[src/rtl/wrbuf_pkg.sv]
// wrbuf_pkg: shared types and constants for the Avalon posted write buffer.
package wrbuf_pkg;

  localparam int MAX_WR_LEN = 4;

  typedef struct packed {
    logic [31:0] addr;
    logic [2:0]  len;
    logic [31:0] data;
  } wrbuf_entry_t;

  typedef enum logic [1:0] {
    ST_RUN   = 2'd0,
    ST_FLUSH = 2'd1,
    ST_ACK   = 2'd2
  } wrbuf_state_t;

endpackage

[src/rtl/wrbuf_hazard_cmp.sv]
// wrbuf_hazard_cmp: dword-span overlap test between one queued write and a
// pending read. Only exists when AVALON_WRBUF_HAZARD_EN is defined; the
// default build stalls reads on any queued write and needs no comparator.
`ifdef AVALON_WRBUF_HAZARD_EN
module wrbuf_hazard_cmp (
  input  logic        valid,
  input  logic [31:0] entry_addr,
  input  logic [2:0]  entry_len,
  input  logic [31:0] rd_addr,
  input  logic [3:0]  rd_len,
  output logic        hit
);

  logic [31:0] entry_last;
  logic [31:0] rd_last;

  assign entry_last = entry_addr + {29'd0, entry_len} - 32'd1;
  assign rd_last    = rd_addr + {28'd0, rd_len} - 32'd1;

  // Spans overlap when each one starts no later than the other one ends.
  always_comb begin
    hit = valid
       && (entry_addr[31:2] <= rd_last[31:2])
       && (rd_addr[31:2] <= entry_last[31:2]);
  end

  logic unused_low_bits;
  assign unused_low_bits = ^{entry_addr[1:0], entry_last[1:0], rd_addr[1:0], rd_last[1:0]};

endmodule
`endif

[src/rtl/avalon_wrbuf.sv]
// avalon_wrbuf: posted write buffer ahead of the Avalon master's writeburst
// port, with in-order drain, flush handshake and read-after-write hazard flag.
// Build macro AVALON_WRBUF_HAZARD_EN: precise per-entry hazard compare;
// when undefined, any queued write makes read_hazard high.
module avalon_wrbuf
  import wrbuf_pkg::*;
#(
  parameter int DEPTH = 4,
  parameter int CNT_W = 3
) (
  input  logic             clk,
  input  logic             rst_n,
  input  logic             wr_req,
  input  logic [31:0]      wr_address,
  input  logic [2:0]       wr_length,
  input  logic [31:0]      wr_data,
  output logic             wr_ready,
  output logic             writeburst_do,
  output logic [31:0]      writeburst_address,
  output logic [2:0]       writeburst_length,
  output logic [31:0]      writeburst_data,
  input  logic             writeburst_done,
  input  logic [31:0]      rd_check_address,
  input  logic [3:0]       rd_check_length,
  output logic             read_hazard,
  input  logic             flush_req,
  output logic             flush_ack,
  output logic             wr_error,
  output logic [CNT_W-1:0] wr_count
);

  localparam int PTR_W = $clog2(DEPTH);

  wrbuf_entry_t     mem [DEPTH];
  wrbuf_entry_t     head;
  logic [PTR_W-1:0] wr_ptr;
  logic [PTR_W-1:0] rd_ptr;
  logic [CNT_W-1:0] count;
  wrbuf_state_t     state;
  wrbuf_state_t     state_nxt;
  logic             len_ok;
  logic             push;
  logic             store;
  logic             pop;

  // An accepted push with an illegal length is consumed but never stored.
  assign len_ok = (wr_length != 3'd0) && (wr_length <= 3'(MAX_WR_LEN));
  assign push   = wr_req && wr_ready;
  assign store  = push && len_ok;
  assign pop    = writeburst_done && (count != '0);

  assign wr_ready      = (state == ST_RUN) && (count != CNT_W'(DEPTH));
  assign flush_ack     = (state == ST_ACK);
  assign wr_count      = count;
  assign head          = mem[rd_ptr];
  assign writeburst_do = (count != '0);
  assign writeburst_address = head.addr;
  assign writeburst_length  = head.len;
  assign writeburst_data    = head.data;

  // Entry storage is left unreset; only the pointers decide what is valid.
  always_ff @(posedge clk) begin
    if (store) begin
      mem[wr_ptr] <= '{addr: wr_address, len: wr_length, data: wr_data};
    end
  end

  // Pointers, occupancy, sticky length error and FSM state.
  always_ff @(posedge clk or negedge rst_n) begin
    if (!rst_n) begin
      wr_ptr   <= '0;
      rd_ptr   <= '0;
      count    <= '0;
      wr_error <= 1'b0;
      state    <= ST_RUN;
    end else begin
      if (store) wr_ptr <= wr_ptr + 1'b1;
      if (pop)   rd_ptr <= rd_ptr + 1'b1;
      count <= count + CNT_W'(store) - CNT_W'(pop);
      if (push && !len_ok) wr_error <= 1'b1;
      state <= state_nxt;
    end
  end

  // Flush sequencing: stop accepting, wait for empty, pulse ack once.
  always_comb begin
    state_nxt = state;
    case (state)
      ST_RUN:   if (flush_req) state_nxt = ST_FLUSH;
      ST_FLUSH: if (count == '0) state_nxt = ST_ACK;
      ST_ACK:   state_nxt = ST_RUN;
      default:  state_nxt = ST_RUN;
    endcase
  end

`ifdef AVALON_WRBUF_HAZARD_EN
  logic [DEPTH-1:0] hit;

  for (genvar i = 0; i < DEPTH; i++) begin : g_cmp
    logic [PTR_W-1:0] offs;
    logic             valid;
    assign offs  = PTR_W'(i) - rd_ptr;
    assign valid = (CNT_W'(offs) < count);
    wrbuf_hazard_cmp u_cmp (
      .valid      (valid),
      .entry_addr (mem[i].addr),
      .entry_len  (mem[i].len),
      .rd_addr    (rd_check_address),
      .rd_len     (rd_check_length),
      .hit        (hit[i])
    );
  end

  assign read_hazard = |hit;
`else
  logic unused_rd_check;
  assign unused_rd_check = ^{rd_check_address, rd_check_length};
  assign read_hazard     = (count != '0);
`endif

endmodule

[config.mk]
export PLATFORM = sky130hd
export DESIGN_NAME = avalon_wrbuf
export DESIGN_NICKNAME = d
export VERILOG_FILES = /design/src/rtl/wrbuf_pkg.sv /design/src/rtl/wrbuf_hazard_cmp.sv /design/src/rtl/avalon_wrbuf.sv
export SDC_FILE = /design/constraint.sdc
export NUM_CORES = 1
export LEC_CHECK = 0
export BUFFER_PORTS_ARGS = -buffer_cell sky130_fd_sc_hd__buf_2
export CORE_MARGIN = 1.5
export CORE_UTILIZATION = 53
export DETAILED_ROUTE_END_ITERATION = 6
export PLACE_DENSITY = 0.87
export SKIP_CTS_REPAIR_TIMING = 1
export SLEW_MARGIN = 20
export SYNTH_ARGS = -nofsm -noshare
export SYNTH_HDL_FRONTEND = slang
export SYNTH_SLANG_ARGS = --single-unit
[constraint.sdc]
create_clock -name clk -period 4.4 [get_ports clk]
set_input_delay 0.44 -clock clk [delete_from_list [all_inputs] [get_ports clk]]
set_output_delay 0.44 -clock clk [all_outputs]
set_load 0.1 [all_outputs]
# ---- Word-level counts from Yosys, hierarchy flattened
# Memories as Yosys holds them, arrays and structs flattened.
# Cells that the tools add are included.
dict set report totals {
  ff_bits 10
  ramBits 268
  input_bits 108
  out_inout_bits 75
  wordCells 33
  memories 1
}
dict set report classes {
  add_sub_neg 4
  n_lt_le_gt_ge 1
  eq_ne 5
  n_mux 5
  n_reduce_logical 12
}
# name words word_bits rd rd_ports_with_merged_regs wr line_no
set memory_table {}
lappend memory_table {mem 4 67 1 0 1 avalon_wrbuf.sv:34} ;# wrbuf_entry_t mem [DEPTH];
# cell count
set ops {}
lappend ops {{1-bit logical AND} 6}
lappend ops {{3-bit nonzero test} 2}
lappend ops {{2-bit by 1-bit adder with 2-bit output, second input constant} 2}
lappend ops {{2-bit 2-to-1 mux} 2}
lappend ops {{2-bit != test, second input constant} 2}
lappend ops {{2-bit case mux with 2 select lines} 1}
lappend ops {{3-bit by 1-bit adder with 3-bit output} 1}
lappend ops {{3-bit <= comparator, second input constant} 1}
lappend ops {{3-bit logical NOT} 1}
lappend ops {{3-bit != test, second input constant} 1}
lappend ops {{3-bit by 1-bit subtractor with 3-bit output} 1}
lappend ops {{2-bit by 1-bit equality test with 1-bit output, second input constant} 1}
lappend ops {{2-bit equality test, second input constant} 1}
lappend ops {{2-bit logical NOT} 1}
lappend ops {{1-bit 2-to-1 mux} 2}
lappend ops {{2-bit AND reduction} 1}
lappend ops {{1-bit logical NOT} 1}

# ---- Logic depth before layout (Yosys ltp)
# Gate-level depths: netlist (run 1).
dict set report depth {
  ltp_word 6
  mapped_depth 11
}

# ---- Worst setup path before layout (run 1)
# Ideal clock, no wire load.
dict set report synth_timing {
  path_type {reg-to-reg}
  from {register count[1], in the netlist wr_count[1]}
  to {register count[2], in the netlist wr_count[2]}
  setup_time_ns 0.161
  arrival_ns 3.526
  path_slack_ns 0.713
  path_stages_with_launch 11
  path_buffers 1
  synth_period_minus_slack_ns 3.687
  cell_sequence {dfrtp_1 -> or3_1 -> clkbuf_1 -> and2_1 -> ha_1 -> inv_1 -> ha_1 -> inv_1 -> fa_1 -> xnor2_1 -> xnor2_1}
}
dict set report synth_via {
  word_cells_on_any_way 8
}
# item line_no
set synth_rtl {}
lappend synth_rtl {{start, declared} avalon_wrbuf.sv:38} ;# logic [CNT_W-1:0] count;
lappend synth_rtl {{start signal, assigned} avalon_wrbuf.sv:79} ;# count <= count + CNT_W'(store) - CNT_W'(pop);
lappend synth_rtl {{3-bit nonzero test} --}
lappend synth_rtl {{via read_hazard} avalon_wrbuf.sv:25} ;# output logic read_hazard,
lappend synth_rtl {{1-bit logical AND} avalon_wrbuf.sv:50} ;# assign pop = writeburst_done && (count != '0);
lappend synth_rtl {{via pop} avalon_wrbuf.sv:44} ;# logic pop;
lappend synth_rtl {{3-bit by 1-bit subtractor with 3-bit output} avalon_wrbuf.sv:79}
# The timed path passes the listed nets, and every way through them passes these cells.
# A chain may end at the register's enable or synchronous reset.

# ---- Worst setup path in the final report (run 1)
dict set report layout_timing {
  from {register rd_ptr[0]}
  to {output writeburst_address[25]}
}
dict set report layout_via {
  elab_chain_cells 1
}
# item line_no
set layout_rtl {}
lappend layout_rtl {{start, declared} avalon_wrbuf.sv:37} ;# logic [PTR_W-1:0] rd_ptr;
lappend layout_rtl {{start signal, assigned} avalon_wrbuf.sv:78} ;# if (pop) rd_ptr <= rd_ptr + 1'b1;
lappend layout_rtl {{memory read 4 x 67 bit} --}
lappend layout_rtl {{end, declared} avalon_wrbuf.sv:19} ;# output logic [31:0] writeburst_address,
# No other way between the ends.

==> impl_metrics.toml, run 1 <==
[outcome]
run_status = "finished, final reports clean"

[sta]
tns_ns = 0
worst_pin_slew_ns = 1.06
rsz0062_at_grt = "no"
setup_slack_ns = 1.21
timing.final.crit_share_pct = 72.4
setup_viol = 0
final.min_clock_period_ns = 3.19
maxSlewHeadroom_pct = 29.2
timing.fmax_mhz = 314
slew_violations = 0
skew_ns = 0.00705
finalHoldViolCount = 0

[critical_path]
reg2reg_to = "wr_count[2]$_DFF_PN0_"
path_cells = "buf_12 > mux4_2 > buf_2"
cp_top_family = "flip-flops"
cp-start-kind = "flip-flop"
reg2reg_slack_ns = 1.96
path_buf_inv = 2
crit_required_ns = 3.96
crit_type = "reg2out"
path_max_fanout = 35
r2r-start = "wr_count[1]$_DFF_PN0_"
reg2regPathDepth = 9
cp.arrival_ns = 2.75
cp_slowest_cell = "dfrtp_4"
end_kind = "output port"
slowest_delay_ns = 0.88

[routing]
vias_per_cell = 5.47
drc = 0
drt_wl_total_um = 17400
wl_per_cell_um = 20.6
dr.pass1.iters = 4
drt.antenna.violating_nets = 0
vias = 4607
initialDrtViolationCount = 225

[run]
maxCapViolCount = 0

[grt]
track_usage_pct = 17.7
grt_max_degree = 69
grt_pass1_vias = 5125
grt_pass1_wl_um = 27300
antenna_found_initial = 1
grt_overflow = 0

[layout]
insertedDiodeCount = 0
final_cells = 843
fillCellCount = 1228
final_cell_area_um2 = 12100
drive_above_1_share_pct = 44.6
area_growth_pct = 18.7
fin_nets = 676

[hold_path]
hold_end = "mem[0][13]$_DFFE_PP_"
min_from = "wr_data[13]"
hp-class = "in2reg"
min_delay_path_depth = 1

[placement]
gp_congestion = 0.710
dp.cells = 790
dp_hpwl_um = 9920
dpl_cell_area_um2 = 11200
port_buffers = 146
dp_slack_ns = 1.70

[yosys]
syn_avg_cell_area_um2 = 25.4
syn-cell-area_um2 = 10200
ys_seq_area_share_pct = 81.2
ys_seq_elements = 278
synth_edf_count = 268
synth_ff_type = "edfxtp_1"
synth_warnings = 0
yosysUniqueCellTypes = 26
async_flop_share_pct = 3.60
synthCells = 402
syn_nets = 517

[cts]
cts-root-buf = "clkbuf_16"
clock_sink_count = 278
clock_latency_ns = 0.52
htree_levels = 1
cts_buffers = 28
cts.clk_slew.worst_paths_ns = 0.06
cts_buffer_depth = 3
cts_tree = "done"

[floorplan]
dieHeight_um = 142
core_um2 = 18800
rows = 50
die_x_um = 142
initial_core_util_pct = 54.3
dieArea_um2 = 20100
io_pins = 183
flip-flops by register name, summed over array words and instances, names as in the netlist:
signal	cells
wr_ptr	2
wr_count	3
rd_ptr	2
state	2
mem	268
wr_error	1
cell usage after synthesis (2+ instances only):
library cell  instances  share of area (%)
mux4_2               67                 15
nor3b_1               3               0.22
buf_2                 9               0.44
buf_6                 2               0.22
inv_1                 6               0.22
dfrtp_1              10                2.4
and2_2                4               0.29
clkbuf_1              6               0.22
xnor2_1               4               0.34
buf_4                 2               0.15
edfxtp_1            268                 79
or3_1                 2               0.12
ha_1                  6               0.73
stage by stage:
| stage | hold slack, ns | utilization, % |
|---|---|---|
| global route | 0.110 | 64.4 |
| global placement | 0.308 | 59.5 |
| finish | 0.129 | 64.4 |
| CTS | -0.245 | 64.4 |
| floorplan | 0.144 | - |
| detailed placement | 0.313 | 59.5 |
worst register-to-register path, cell delays in order, from the launching register on:
cell,delay [ns]
dfrtp_1,0.44
or3_1,0.51
and2_1,0.24
ha_1,0.27
inv_1,0.05
ha_1,0.13
inv_1,0.05
fa_1,0.37
xnor2_1,0.14
xnor2_1,0.12
per-layer routing:
metal	up-vias	wire (um)	global-route usage, %
met5	-	13	0
met4	2	360	4.56
met3	30	1130	3.95
met2	160	9150	31.7
met1	2393	6710	22.1
li1	2022	-	-
cell type report:
cell class / instances / area [um^2] / share of cell area (%)
Multi-Input combinational cell: 99 / 1800 / 14.8
Tap cell: 260 / 325 / 2.68
Clock buffer: 41 / 791 / 6.52
Inverter: 6 / 22.5 / 0.186
Sequential cell: 278 / 8310 / 68.5
Timing Repair Buffer: 148 / 761 / 6.27
Clock inverter: 11 / 126 / 1.04
layout by cell type, fill, tap and decap left out, drive strengths merged, types with 2 or more instances in the layout:
master    n
inv       7
bufinv    3
dfrtp    10
ha        6
nor3b     3
mux4     67
and2      5
xnor2     4
buf     147
edfxtp  268
or3       2
clkinv    7
clkbuf   41
kinds of logic (layout without fill, tap and decap cells):
group	count (synthesis)	in the layout	share of synthesized area [%]
flops	278	278	81.2
mux	69	69	15.0
buf+inv	25	206	1.25
simple gates	16	16	1.03
fa+ha+maj	7	7	0.931
xor+xnor	5	5	0.429
compound gates	2	2	0.135
how the worst max path moves through the flow:
stage,start,endpoint,slack (ns),depth (start not counted)
2_1_floorplan,wr_count[1]$_DFF_PN0_,wr_count[2]$_DFF_PN0_,0.71,10
3_3_place_gp,rd_ptr[0]$_DFFE_PN0P_,writeburst_data[14],1.75,3
3_5_place_dp,rd_ptr[0]$_DFFE_PN0P_,writeburst_data[14],1.70,3
4_1_cts,rd_ptr[0]$_DFFE_PN0P_,writeburst_data[14],1.14,3
5_1_grt,rd_ptr[0]$_DFFE_PN0P_,writeburst_address[27],1.03,3
6_report,rd_ptr[0]$_DFFE_PN0P_,writeburst_address[25],1.21,3
Power of run 1 is left out: the tool's default activity adds up to more than one toggle a clock period on the data nets, which glitch-free logic cannot reach.
==> run 2: changes to the inputs <==
==> constraint.sdc (replaced) <==
create_clock -name clk -period 3.25 [get_ports clk]
set_input_delay 0.325 -clock clk [delete_from_list [all_inputs] [get_ports clk]]
set_output_delay 0.325 -clock clk [all_outputs]
set_load 0.1 [all_outputs]
==> impl_metrics.toml, run 2 (synthesized netlist as in run 1, its figures left out) <==
[sta]
slew_violations = 0
setup_viol = 0
final.min_clock_period_ns = 2.74
timing.final.crit_share_pct = 84.2
maxSlewHeadroom_pct = 50.4
skew_ns = 0.00865
finalHoldViolCount = 0
worst_pin_slew_ns = 0.744
timing.fmax_mhz = 365
rsz0062_at_grt = "no"

[placement]
port_buffers = 146
dp.cells = 798
gp_congestion = 0.739
dp_hpwl_um = 10800

[critical_path]
reg2regPathDepth = 9
crit_required_ns = 2.92
reg2reg_slack_ns = 0.75
cp.arrival_ns = 2.41
cp-start-kind = "flip-flop"
reg2reg_to = "wr_count[2]$_DFF_PN0_"
crit_type = "reg2out"
end_kind = "output port"
r2r-start = "wr_count[1]$_DFF_PN0_"
path_max_fanout = 23

[layout]
regArea_um2 = 8310
area_growth_pct = 21.0
final_cells = 854
insertedDiodeCount = 0
final_common_cell = "edfxtp_1"
multi_input_area_um2 = 1800
fillCellCount = 1181
drive_above_1_share_pct = 46.5
layout_common_cells = "268 x edfxtp_1, 146 x buf_2, 67 x mux4_2"
regMostFlops = "mem"
largest_reg_flops = 268
fin_nets = 688

[grt]
grt_pass1_wl_um = 27900
track_usage_pct = 18.2
grt_max_degree = 47
grt_overflow = 0
grt_pass1_vias = 5105
antenna_found_initial = 2

[cts]
cts.clk_slew.worst_paths_ns = 0.06
clock_sink_count = 278
htree_levels = 1
cts-root-buf = "clkbuf_16"
clock_latency_ns = 0.53
cts_tree = "done"
cts_buffer_depth = 3
cts_buffers = 28

[run]
maxCapViolCount = 0

[routing]
vias_per_cell = 5.47
initialDrtViolationCount = 291
drc = 0
drt_wl_total_um = 17700
vias = 4674
wl_per_cell_um = 20.7
dr.pass1.iters = 4
drt.antenna.violating_nets = 0

[floorplan]
dieHeight_um = 142
initial_core_util_pct = 54.3
core_um2 = 18800
die_x_um = 142
io_pins = 183
dieArea_um2 = 20100
rows = 50

[hold_path]
hp-class = "in2reg"
min_delay_path_depth = 1
hold_end = "mem[3][56]$_DFFE_PP_"
min_from = "wr_address[21]"

[outcome]
run_status = "finished, final reports clean"
-- run 2: how the worst max path moves through the flow --
stage                     startpoint                      to  slack (ns)  cells after the start
2_1_floorplan  wr_count[1]$_DFF_PN0_   wr_count[2]$_DFF_PN0_       -0.04                     10
3_3_place_gp            wr_length[1]   wr_count[2]$_DFF_PN0_        0.78                     11
3_5_place_dp            wr_length[1]   wr_count[2]$_DFF_PN0_        0.73                     11
4_1_cts        rd_ptr[0]$_DFFE_PN0P_  writeburst_address[26]        0.44                      3
5_1_grt        rd_ptr[0]$_DFFE_PN0P_     writeburst_data[12]        0.35                      3
6_report       rd_ptr[0]$_DFFE_PN0P_     writeburst_data[12]        0.51                      3
-- run 2: critical path: stages (launching register included) --
cell and delay [ns]:
dfrtp_4 0.54, buf_4 0.45, mux4_2 0.58, buf_2 0.31
-- run 2: final cells by class --
| class | instances | share of cell area, % |
|---|---|---|
| inverters | 6 | 0.182 |
| multi-input cells | 99 | 14.6 |
| flip-flops and latches | 278 | 67.2 |
| clock inverters | 21 | 2.08 |
| well taps | 260 | 2.63 |
| clock buffers | 30 | 5.90 |
| repair buffers | 160 | 7.47 |
-- run 2: layer usage --
metal  vias to the layer above  GRT usage (%)  share of wire, %
met1                      2433           23.9                39
li1                       2046              -                 -
met2                       171           31.0                51
met4                         0           5.37               1.9
met3                        24           4.12               7.4
met5                         -              0                 0
-- run 2: through the flow --
stage / setup WS (ns) / utilization, % / hold slack, ns / setup TNS, ns / area, um^2
finish: 0.513 / 65.7 / 0.0159 / 0 / 12400
CTS: 0.439 / 65.4 / -0.355 / 0 / 12300
floorplan: -0.0434 / - / 0.0294 / -0.0434 / 10200
global route: 0.353 / 65.7 / 0.00450 / 0 / 12400
detailed placement: 0.728 / 60.2 / 0.200 / 0 / 11300
global placement: 0.781 / 60.2 / 0.187 / 0 / 11300
Power of run 2 is left out for the same reason.
